File: src/rtl/chan_sel_reg_pkg.sv
`default_nettype none
// +----------------------------------------------------------------+
// | chan_sel_reg_pkg : shared mode constants and select-width helper |
// | Revision: 1.0                                                    |
// +----------------------------------------------------------------+
package chan_sel_reg_pkg;

  localparam logic MODE_FIXED = 1'b0;
  localparam logic MODE_RR    = 1'b1;

  // A two-channel selector still needs one select bit.
  function automatic int sel_w(input int n);
    return (n <= 2) ? 1 : $clog2(n);
  endfunction

endpackage
`default_nettype wire

File: src/rtl/chan_sel_reg_rr_pick.sv
`default_nettype none
// +----------------------------------------------------------------+
// | rr_pick : rotate-priority picker, scans from last_ch+1 and wraps |
// | Revision: 1.0                                                    |
// +----------------------------------------------------------------+
module rr_pick #(
  parameter int NUM_CH = 3,
  parameter int SEL_W  = 2
) (
  input  logic [NUM_CH-1:0] req,
  input  logic [SEL_W-1:0]  last_ch,
  output logic [NUM_CH-1:0] gnt,
  output logic [SEL_W-1:0]  idx
);

  always_comb begin
    int  cand;
    logic found;
    gnt   = '0;
    idx   = '0;
    found = 1'b0;
    cand  = 0;
    for (int k = 1; k <= NUM_CH; k++) begin
      cand = (int'(last_ch) + k) % NUM_CH;
      if (!found && req[cand]) begin
        found     = 1'b1;
        gnt[cand] = 1'b1;
        idx       = SEL_W'(cand);
      end
    end
  end

endmodule
`default_nettype wire

File: src/rtl/chan_sel_reg.sv
`default_nettype none
// +----------------------------------------------------------------+
// | chan_sel_reg : registered N-channel selector, FIXED or RR grant  |
// | Revision: 1.0                                                    |
// +----------------------------------------------------------------+
module chan_sel_reg
  import chan_sel_reg_pkg::*;
#(
  parameter int NUM_CH = 3,
  parameter int DATA_W = 3,
  parameter int SEL_W  = sel_w(NUM_CH)
) (
  input  logic                     clk,
  input  logic                     rst_n,
  input  logic [NUM_CH-1:0]        in_valid,
  input  logic [NUM_CH*DATA_W-1:0] in_data,
  output logic [NUM_CH-1:0]        in_ready,
  input  logic                     mode,
  input  logic [SEL_W-1:0]         sel,
  output logic                     out_valid,
  output logic [DATA_W-1:0]        out_data,
  output logic [SEL_W-1:0]         out_ch,
  input  logic                     out_ready
);

  logic [SEL_W-1:0]  last_ch;
  logic [NUM_CH-1:0] rr_gnt;
  logic [SEL_W-1:0]  rr_idx;
  logic [NUM_CH-1:0] fixed_gnt;
  logic [NUM_CH-1:0] grant;
  logic [SEL_W-1:0]  grant_idx;
  logic              load_en;
  logic              xfer;

  rr_pick #(
    .NUM_CH (NUM_CH),
    .SEL_W  (SEL_W)
  ) u_rr_pick (
    .req     (in_valid),
    .last_ch (last_ch),
    .gnt     (rr_gnt),
    .idx     (rr_idx)
  );

  // An out-of-range select grants nothing rather than falling back to ch0.
  always_comb begin
    fixed_gnt = '0;
    if (int'(sel) < NUM_CH && in_valid[sel]) begin
      fixed_gnt[sel] = 1'b1;
    end
  end

  assign grant     = (mode == MODE_RR) ? rr_gnt : fixed_gnt;
  assign grant_idx = (mode == MODE_RR) ? rr_idx : sel;
  assign load_en   = !out_valid || out_ready;
  assign in_ready  = (rst_n && load_en) ? grant : '0;
  assign xfer      = |in_ready;

  always_ff @(posedge clk) begin
    if (!rst_n) begin
      out_valid <= 1'b0;
      out_data  <= '0;
      out_ch    <= '0;
      last_ch   <= SEL_W'(NUM_CH - 1);
    end else if (xfer) begin
      out_valid <= 1'b1;
      out_data  <= in_data[int'(grant_idx)*DATA_W +: DATA_W];
      out_ch    <= grant_idx;
      last_ch   <= grant_idx;
    end else if (out_ready) begin
      out_valid <= 1'b0;
    end
  end

endmodule
`default_nettype wire

File: config.mk
export PLATFORM = sky130hd
export DESIGN_NAME = chan_sel_reg
export DESIGN_NICKNAME = d
export VERILOG_FILES = /design/src/rtl/chan_sel_reg_pkg.sv /design/src/rtl/chan_sel_reg_rr_pick.sv /design/src/rtl/chan_sel_reg.sv
export SDC_FILE = /design/constraint.sdc
export NUM_CORES = 1
export LEC_CHECK = 0
export ABC_CLOCK_PERIOD_IN_PS = 2900
export BUFFER_PORTS_ARGS = -buffer_cell sky130_fd_sc_hd__buf_4
export CAP_MARGIN = 5
export CORE_ASPECT_RATIO = 1.2
export CORE_MARGIN = 2
export CORE_UTILIZATION = 45
export DETAILED_ROUTE_END_ITERATION = 8
export PLACE_DENSITY = 0.79
export REMOVE_ABC_BUFFERS = 1
export SYNTH_ARGS = -nofsm -noshare
export SYNTH_HDL_FRONTEND = slang
export SYNTH_HIERARCHICAL = 1
export SYNTH_SLANG_ARGS = --single-unit
File: constraint.sdc
create_clock -name clk -period 2.9 [get_ports clk]
set_clock_uncertainty 0.1 [all_clocks]
set_input_delay 0.29 -clock clk [delete_from_list [all_inputs] [get_ports clk]]
set_output_delay 0.29 -clock clk [all_outputs]
set_load 0.05 [all_outputs]
### After elaboration in Yosys (flattened, before gate mapping)

Index checks and enable logic that the tools add are counted.

* add/sub/neg operators: 3
* bitwise logic cells: 2
* shift operators: 1
* magnitude comparators: 9
* mux-type cells: 33
* multipliers: 1
* divide/modulo/power cells: 3
* reduce and logical (&&, ||, !) cells: 14

Operators with widths (number)
* >= comparator 32 x 1 -> 1 bit (second input constant): 3
* < comparator 32 x 4 -> 1 bit (second input constant): 3
* remainder unit 32 x 3 -> 32 bit (second input constant): 3
* 2-to-1 mux 3 bit: 6
* 2-to-1 mux 1 bit: 15
* variable part select 9 x 5 -> 3 bit: 1
* binary-select mux 1 bit (select 2 bit): 4
* demux 1 bit (select 2 bit): 4
* logical AND 1 bit: 8
* 2-to-1 mux 2 bit: 4
* adder 2 x 2 -> 3 bit (second input constant): 2
* OR 3 bit: 2
* multiplier 2 x 2 -> 4 bit (second input constant): 1
* adder 2 x 1 -> 3 bit (second input constant): 1
* zero test 1 bit: 3
* < comparator 2 x 3 -> 1 bit (second input constant): 1
* OR reduction 3 bit: 1
* >= comparator 2 x 1 -> 1 bit (second input constant): 1
* < comparator 2 bit (second input constant): 1
* nonzero test 2 bit: 1
* logical OR 1 bit: 1

* bits of input ports: 18
* word-level logic and storage cells: 70
* bits in registers: 8
* output and inout port bits: 9

### Longest topological paths before layout

* depth in word-level cells: 16
* mapped depth: 10
* mapped depth without buffers: 10

### Cells and area by module

The synthesis kept the hierarchy.

Modules (own cells, without submodules)
* chan_sel_reg: sequential area each 140.1 um2, cells an instance 55, area an instance 551.8 um2, instances 1
* rr_pick: sequential area each 0.0 um2, cells an instance 35, area an instance 259.0 um2, instances 1

### Worst setup path after synthesis

No wires, ideal clock.

* path kind: register to output
* start point: register, netlist name out_ch[0]
* end point: output in_ready[2]
* path slack: 0.051 ns
* required time: 2.510 ns
* path buffers: 0
* stages on the path, launching flop included: 10
* arrival time: 2.459 ns
* path through: dfxtp_1 inv_1 ha_1 nand2b_1 a21boi_1 o221ai_2 o31ai_1 nand2_1 and2_4 nor2_1

RTL lines
* to (decl): RTL line chan_sel_reg.sv:17 `output logic [NUM_CH-1:0] in_ready,`

==> flow_summary.json <==
{
  "yosys.area_share.simple": 0.191,
  "outcome": "complete, no violations",
  "synth_seq_cells": 7,
  "finalWeightedCongestion": 0.876,
  "vias": 827,
  "hold_class": "input port to register",
  "path_cells": "inv_1, ha_2, mux2_2, o21ai_0, mux2i_1, mux2_2, a22oi_2, nor2_1, buf_4",
  "grt_pass1_wl_um": 3500,
  "io_pins": 27,
  "fin_tns_setup_ps": 0,
  "path_common_cell": "mux2_2",
  "viasPerCell": 5.95,
  "final_area_um2": 1080,
  "die_area_um2": 2160,
  "synth_compound_gate_area_share": 0.335,
  "drt_wl_total_um": 2170,
  "first_iter_violations": 26,
  "cp.arrival_ps": 2390,
  "grt_max_degree": 10,
  "p_leak_uw": 0.000480,
  "grtUsageTotal": 0.209,
  "avgSynthCellArea_um2": 9.01,
  "synth_area_leaders": "dfxtp_1 17%, mux2i_1 8.6%, mux2_2 6.9%",
  "ant_nets": 0,
  "placed_area_um2": 1020,
  "worstMarginPinSlew_ps": 428,
  "diodes": 0,
  "synth-edff-count": 0,
  "path_clk_slew_ps": 50,
  "synth-async-reset-ratio": 0,
  "critPathMaxStageDelay_ps": 340,
  "ir_drop_uv": 540,
  "maxSlewHeadroom": 0.712,
  "yosysTopAreaCellShare": 0.173,
  "grt_pass1_vias": 876,
  "route.detailed.wl_per_inst_um": 15.6,
  "grt_overflow_total": 0,
  "power.density_nw_per_um2": 1000,
  "rows": 16,
  "critPathTopFamily": "multiplexers",
  "numClockSinks": 7,
  "initial_core_util": 0.488,
  "cts_tree": "yes",
  "ys_seq_area_frac": 0.173,
  "antenna_found_initial": 0,
  "final_common_cell": "buf_4",
  "cp-end-kind": "primary output",
  "synth_top_family_by_area": "compound AO/OA/AOI/OAI gates",
  "nFillCells": 154,
  "synth_cells": 90,
  "coreArea_um2": 1660,
  "drc": 0,
  "clock.fmax_ghz": 0.360,
  "drive_gt1_frac": 0.438,
  "slowest_stage": "dfxtp_2",
  "fp.dieW_um": 42.8,
  "firstDrtPassIters": 4,
  "maxCapViolCount": 0,
  "clockBufferDepth": 2,
  "cts_htree_levels": 1,
  "finalCriticalPeriod_ps": 2780,
  "required_ps": 2510,
  "finalSetupViolCount": 0,
  "final_cell_mix": "28 x buf_4, 7 x mux2i_1, 7 x inv_1",
  "cts_inserted_buffers": 3,
  "cp_num_buf_inv": 2,
  "period_share": 0.958,
  "synthAdderAreaFrac": 0.0617,
  "numPortBuffers": 26,
  "clock-root-buffer": "clkbuf_4",
  "synth_ff_type": "dfxtp_1",
  "synth-xor-area-share": 0,
  "clk_latency_ps": 250,
  "slew_viol_final": 0,
  "worstSetupStartpointType": "register",
  "power_uw": 1080,
  "final_nets": 144,
  "yosys_warnings": 6,
  "synthMuxAreaShare": 0.184,
  "area_growth_pct": 33.6,
  "final_util": 0.652,
  "die_y_um": 50.5,
  "synth_top_cell_by_area": "dfxtp_1",
  "hpwlAfterDp_um": 1610,
  "hold_viol": 0,
  "path_max_fanout": 7,
  "ys_types": 33,
  "synthesis.area_um2": 811,
  "critPathKind": "register to primary output"
}
## synth_stat cells (2+ instances only)
| library cell | n |
|---|---|
| a21oi_1 | 5 |
| a22oi_1 | 4 |
| dfxtp_1 | 7 |
| ha_1 | 4 |
| inv_1 | 7 |
| mux2_2 | 5 |
| mux2i_1 | 7 |
| nand2_1 | 5 |
| nand2b_1 | 3 |
| nand3b_1 | 4 |
| nor2_1 | 4 |
| nor2b_1 | 4 |
| o21a_1 | 2 |
| o21ai_0 | 3 |
| o21bai_1 | 3 |
| o22ai_1 | 3 |
| o311ai_0 | 3 |
| o31ai_1 | 2 |
## metal layers
layer,track usage,share of wire,vias to the layer above
li1,-,-,408
met1,0.216,0.41,382
met2,0.396,0.52,33
met3,0.0216,0.049,4
met4,0.115,0.013,0
met5,0,0,-
## worst register-to-register path: cells and delay by family (launching register included)
kind,cells,cell delay [ps]
DFF,1,360
buffers and inverters,1,90
adders and majority gates,1,330
and+or+nand+nor,1,150
muxes,2,480
AOI/OAI and AO/OA,5,1020
## cell type report
cell class	count	area [um^2]	share of cell area
well taps	18	22.5	0.0208
inverters	7	26.3	0.0242
clock buffers	4	26.3	0.0242
repair buffers	29	221	0.204
flip-flops and latches	7	143	0.132
multi-input cells	74	644	0.595
## where the power goes
| group | switching (uW) | total (uW) | internal, uW |
|---|---|---|---|
| clock | 36.4 | 89.0 | 52.5 |
| combinational | 465 | 832 | 367 |
| sequential | 29.5 | 163 | 134 |
| total | 531 | 1080 | 554 |
## logic make-up (layout without fill, tap and decap cells)
group | after synthesis | in the layout
buf+inv | 9 | 40
mux | 13 | 13
compound gates | 33 | 33
simple gates | 24 | 24
flops | 7 | 7
fa+ha+maj | 4 | 4
## flip-flops by register name, indices dropped and copies added, names as in the netlist
signal and flops:
last_ch 1, out_valid 1, out_ch 2, out_data 3
## path summary, 6_finish.rpt
check,slack [ps],cells after the start,from,end
setup / recovery,120,9,out_ch[0]$_SDFFE_PN0P_,in_ready[0]
hold / removal,240,2,rst_n,out_valid$_SDFFE_PN0P_
setup reg to reg,240,10,out_ch[0]$_SDFFE_PN0P_,out_data[0]$_SDFFE_PN0P_
hold reg to reg,360,2,out_ch[1]$_SDFFE_PN0P_,out_ch[1]$_SDFFE_PN0P_
## per-stage QoR
| stage | worst slack [ps] | hold WS (ps) | instances |
|---|---|---|---|
| floorplan | -336 | 307 | 88 |
| CTS | 32.9 | 231 | 137 |
| global route | -11.5 | 239 | 139 |
| detailed placement | 100 | 346 | 133 |
| finish | 121 | 242 | 139 |
| global placement | 259 | 350 | 133 |
## repair_timing
item | 4_1_cts | 5_1_grt
buffers inserted | 0 | 2
pin swaps | 0 | 3
resized for setup | 2 | 5
endpoints found under the hold margin | 0 | 0
setup endpoints to repair | 1 | 3
hold buffers | 0 | 0
Power figures use the tool's default switching activity.
